[src/rtl/instr_fetch_unit.sv]
// Instruction fetch unit: issues one imem request per PC value, holds the returned
// word for decode, and drives the PC hold (pc_stall) and program-finish signals.
// Optional build macro: FETCH_MISALIGN_CHECK_EN -- a misaligned PC halts with
// fetch_err instead of being silently aligned.
module instr_fetch_unit #(
  parameter int unsigned ADDR_W    = 32,
  parameter logic [31:0] END_INSTR = 32'h00000073,
  parameter int unsigned TIMEOUT   = 16
) (
  input  logic              clk,
  input  logic              reset_n,
  input  logic [31:0]       pc,
  output logic              pc_stall,
  output logic              imem_req,
  output logic [ADDR_W-1:0] imem_addr,
  input  logic              imem_rvalid,
  input  logic [31:0]       imem_rdata,
  output logic [31:0]       instr,
  output logic [31:0]       instr_pc,
  output logic              instr_valid,
  input  logic              id_ready,
  output logic              finish_flag,
  output logic              fetch_err
);

  localparam logic [31:0] PcPreStart = 32'hFFFFFFFC;
  localparam int unsigned CntW       = $clog2(TIMEOUT + 1);
  localparam logic [CntW-1:0] TimeoutCnt = CntW'(TIMEOUT);

  typedef enum logic [2:0] {StIdle, StReq, StWait, StHold, StHalt} state_e;

  state_e            state_q, state_d;
  logic [31:0]       addr_q, addr_d;
  logic              req_q, req_d;
  logic [ADDR_W-1:0] imem_addr_q, imem_addr_d;
  logic [31:0]       instr_q, instr_d;
  logic [31:0]       instr_pc_q, instr_pc_d;
  logic              valid_q, valid_d;
  logic              finish_q, finish_d;
  logic              err_q, err_d;
  logic [CntW-1:0]   cnt_q, cnt_d;
  logic              misalign;

`ifdef FETCH_MISALIGN_CHECK_EN
  assign misalign = |pc[1:0];
`else
  assign misalign = 1'b0;
`endif

  // Next-state logic plus the combinational PC hold.
  always_comb begin
    state_d     = state_q;
    addr_d      = addr_q;
    req_d       = 1'b0;
    imem_addr_d = imem_addr_q;
    instr_d     = instr_q;
    instr_pc_d  = instr_pc_q;
    valid_d     = valid_q;
    finish_d    = finish_q;
    err_d       = err_q;
    cnt_d       = '0;
    pc_stall    = 1'b1;
    unique case (state_q)
      StIdle: begin
        if (pc == PcPreStart) begin
          // Let the PC step from its pre-start value to 0.
          pc_stall = 1'b0;
        end else if (misalign) begin
          err_d    = 1'b1;
          finish_d = 1'b1;
          state_d  = StHalt;
        end else begin
          addr_d      = pc;
          imem_addr_d = {pc[ADDR_W-1:2], 2'b00};
          req_d       = 1'b1;
          state_d     = StReq;
        end
      end
      StReq: begin
        if (imem_rvalid) begin
          instr_d    = imem_rdata;
          instr_pc_d = addr_q;
          valid_d    = 1'b1;
          state_d    = StHold;
        end else begin
          cnt_d   = CntW'(1);
          state_d = StWait;
        end
      end
      StWait: begin
        // A response in the final allowed cycle still wins over the timeout.
        if (imem_rvalid) begin
          instr_d    = imem_rdata;
          instr_pc_d = addr_q;
          valid_d    = 1'b1;
          state_d    = StHold;
        end else if (cnt_q >= TimeoutCnt) begin
          err_d    = 1'b1;
          finish_d = 1'b1;
          state_d  = StHalt;
        end else begin
          cnt_d = cnt_q + CntW'(1);
        end
      end
      StHold: begin
        if (id_ready) begin
          valid_d = 1'b0;
          if (instr_q == END_INSTR) begin
            finish_d = 1'b1;
            state_d  = StHalt;
          end else begin
            pc_stall = 1'b0;
            state_d  = StIdle;
          end
        end
      end
      StHalt: begin
        state_d = StHalt;
      end
      default: begin
        state_d = StIdle;
      end
    endcase
  end

  // State and registered outputs; asynchronous active-low reset.
  always_ff @(posedge clk or negedge reset_n) begin
    if (!reset_n) begin
      state_q     <= StIdle;
      addr_q      <= '0;
      req_q       <= 1'b0;
      imem_addr_q <= '0;
      instr_q     <= '0;
      instr_pc_q  <= '0;
      valid_q     <= 1'b0;
      finish_q    <= 1'b0;
      err_q       <= 1'b0;
      cnt_q       <= '0;
    end else begin
      state_q     <= state_d;
      addr_q      <= addr_d;
      req_q       <= req_d;
      imem_addr_q <= imem_addr_d;
      instr_q     <= instr_d;
      instr_pc_q  <= instr_pc_d;
      valid_q     <= valid_d;
      finish_q    <= finish_d;
      err_q       <= err_d;
      cnt_q       <= cnt_d;
    end
  end

  assign imem_req    = req_q;
  assign imem_addr   = imem_addr_q;
  assign instr       = instr_q;
  assign instr_pc    = instr_pc_q;
  assign instr_valid = valid_q;
  assign finish_flag = finish_q;
  assign fetch_err   = err_q;

endmodule

[config.mk]
export PLATFORM = sky130hd
export DESIGN_NAME = instr_fetch_unit
export DESIGN_NICKNAME = d
export VERILOG_FILES = /design/src/rtl/instr_fetch_unit.sv
export SDC_FILE = /design/constraint.sdc
export NUM_CORES = 1
export LEC_CHECK = 0
export CAP_MARGIN = 20
export CORE_MARGIN = 5
export CORE_UTILIZATION = 48
export DETAILED_ROUTE_END_ITERATION = 10
export GPL_ROUTABILITY_DRIVEN = 0
export PLACE_DENSITY_LB_ADDON = 0.15
export SYNTH_ARGS = -nofsm -noshare
export SYNTH_HDL_FRONTEND = slang
export SYNTH_SLANG_ARGS = --single-unit
export TNS_END_PERCENT = 1
[constraint.sdc]
create_clock -name clk -period 4.6 [get_ports clk]
set_clock_uncertainty 0.05 [all_clocks]
set_input_delay 0.46 -clock clk [delete_from_list [all_inputs] [get_ports clk]]
set_output_delay 0.46 -clock clk [all_outputs]
set_load 0.01 [all_outputs]
==> impl_metrics.json <==
{
  "cts.path.max_buffers": 2,
  "first_global_vias": 3094,
  "fin_util_pct": 68.12,
  "layout_commonest_cell": "clkdlybuf4s50_1",
  "r2r_slack_ns": 2.24,
  "cp_max_fo": 2,
  "critical_path_class": "input pin to output port",
  "hold_path_class": "input pin to async pin",
  "syn_avg_cell_area_um2": 14.97,
  "initial_core_util_pct": 49.77,
  "fin_crit_sh_pct": 64.42,
  "antenna_found_initial": 0,
  "avgViaCountPerCell": 5.012,
  "synthTopCellsByArea": "dfrtp_1 58%, mux2_1 13%, mux2_4 6.8%",
  "port_buffers": 166,
  "antenna_left": 0,
  "fin_cells": 581,
  "ys_seq_elements": 108,
  "cts_tree": "yes",
  "track_usage_pct": 17.52,
  "die_x_um": 108.3,
  "root_buffer": "clkbuf_8",
  "slew_violations": 0,
  "placed_cells": 566,
  "io_pins": 169,
  "core-area_mm2": 0.009328,
  "startpoint_type": "input pin",
  "syn2layout_area_growth_pct": 36.87,
  "die_area_mm2": 0.01174,
  "cts_buffers": 9,
  "grt_pass1_wl_um": 16020,
  "cts-resized-gates": 0,
  "h-tree-depth": 3,
  "m1WireLength_um": 4352,
  "fin_area_mm2": 0.006354,
  "rsz0062_at_grt": "false",
  "die-height_um": 108.3,
  "synth.top_cell.area_share_pct": 58.22,
  "dr_wl_met3_um": 880,
  "reg2regPathDepth": 6,
  "status": "finished clean",
  "clk_latency_ns": 0.36,
  "drt-pass1-iter-count": 5,
  "p_leak_nw": 2.640,
  "place_hpwl_um": 7526,
  "worst_pin_slew_ns": 0.7471,
  "ys_warn_count": 0,
  "top_layer_used": "met4",
  "finalHoldViolations": 0,
  "yosysTopAreaCell": "dfrtp_1",
  "seq_area_frac_synth_pct": 58.22,
  "grt-ovfl-total": 0,
  "power.density_mw_per_mm2": 688.5,
  "fin_crit_ns": 2.963,
  "dpl_cell_area_mm2": 0.006145,
  "cp.arrival_ns": 2.45,
  "cts_hold_buffers": 0,
  "cap_viol_max_count": 0,
  "vias": 2912,
  "cts_sinks": 108,
  "syn_area_mm2": 0.004642,
  "final_cell_mix": "165 x clkdlybuf4s50_1, 108 x dfrtp_1, 54 x mux2_1",
  "fmax_mhz": 337.4,
  "floorplan.rows": 35,
  "grt_max_degree": 61,
  "yosysUniqueCellTypes": 35,
  "drive_gt1_share_pct": 14.60,
  "dr.first_iter.drc_count": 126,
  "wl_per_cell_um": 17.41,
  "postCtsSetupBuffers": 0,
  "cp_data_required_time_ns": 4.09,
  "r2r-start": "state_q[0]$_DFFE_PN0P_",
  "total_power_mw": 4.375,
  "routed_wl_um": 10120,
  "wl_met2_um": 4753,
  "drc": 0,
  "clkTransAtPathRegs_ns": 0.10,
  "diodes": 0,
  "rr_endpoint": "instr[8]$_DFFE_PN0P_",
  "worstSetupEndpointType": "output port",
  "finalSetupViolations": 0,
  "synthCells": 310,
  "nFillCells": 712,
  "ir_drop_v": 0.0003081,
  "relSlewSlack_pct": 50.19,
  "tns_ns": 0,
  "fin_nets": 519
}
per-stage QoR:
stage	worst slack [ns]	hold slack (ns)
after floorplan	2.684	0.1144
after global placement	1.641	0.4061
after detailed placement	1.612	0.4160
after CTS	1.587	0.1237
after global routing	1.474	0.1699
final	1.637	0.1031
cells in the mapped netlist:
cell       number
and4_1          2
clkbuf_1        1
mux2_4         21
o31a_1          1
nor2_1          6
conb_1          1
a2111oi_4       1
a21oi_1         3
xnor2_1         1
nand3_1         4
buf_4          33
mux2_1         54
nor4b_1         2
o2bb2ai_1       1
nand2b_1        3
nand4b_1        1
buf_6           8
or2_2           1
nor4bb_1        2
or4_1           1
nand2_1         6
buf_2           1
a221o_1         1
nor4_1          5
xor2_1          1
nor4_2          2
mux2_2         21
and3b_1         1
a311oi_1        1
inv_1           4
nor3_1          1
nand4bb_1       1
nand4_1         8
ha_1            2
dfrtp_1       108
report_power, final:
group          internal [mW]  total [mW]  switching, mW
combinational           1.31        2.08          0.777
clock                  0.261       0.562          0.301
sequential              1.41        1.73          0.316
total                   2.98        4.37           1.39
worst max-delay path by stage:
stage                      start                endpoint  slack (ns)  cells after the start
after floorplan            pc[0]  addr_q[10]$_DFFE_PN0P_        2.68                      5
after global placement    pc[31]                pc_stall        1.64                      6
after detailed placement   pc[8]                pc_stall        1.61                      6
after CTS                  pc[8]                pc_stall        1.59                      6
after global routing      pc[15]                pc_stall        1.47                      6
final                      pc[8]                pc_stall        1.64                      6
worst max-delay path, stage by stage:
cell	delay, ns
clkdlybuf4s50_1	0.50
nand4_1	0.13
nor4_2	0.49
nand4b_1	0.20
o2bb2ai_1	0.17
clkdlybuf4s50_1	0.50
area by class of cell:
| cell class | instances | area, um2 | area share, % |
|---|---|---|---|
| Clock buffer | 10 | 137.6 | 2.166 |
| Clock inverter | 4 | 51.30 | 0.8074 |
| Inverter | 4 | 15.01 | 0.2363 |
| Multi-Input combinational cell | 156 | 1584 | 24.93 |
| Sequential cell | 108 | 2703 | 42.54 |
| Tap cell | 129 | 161.4 | 2.540 |
| Timing Repair Buffer | 170 | 1702 | 26.78 |
sequential cells by signal (all words and copies together), names as in the netlist:
signal,count
addr_q,31
instr,32
instr_valid,1
imem_req,1
instr_pc,32
state_q,3
cnt_q,5
imem_addr,1
finish_flag,1
fetch_err,1
kinds of logic after synthesis:
group,Yosys count,share of synthesized area (%)
flops,108,58.22
other cells,1,0.08078
xor+xnor,2,0.3774
simple gates,46,6.307
buf+inv,47,7.790
compound gates,8,1.698
mux,96,24.99
fa+ha+maj,2,0.5390
layer usage:
metal | vias to the layer above | track usage [%]
met5 | - | 0
met4 | 0 | 6.132
met3 | 10 | 5.851
met2 | 123 | 27.75
met1 | 1428 | 22.62
li1 | 1351 | -
Power figures use the tool's default switching activity.
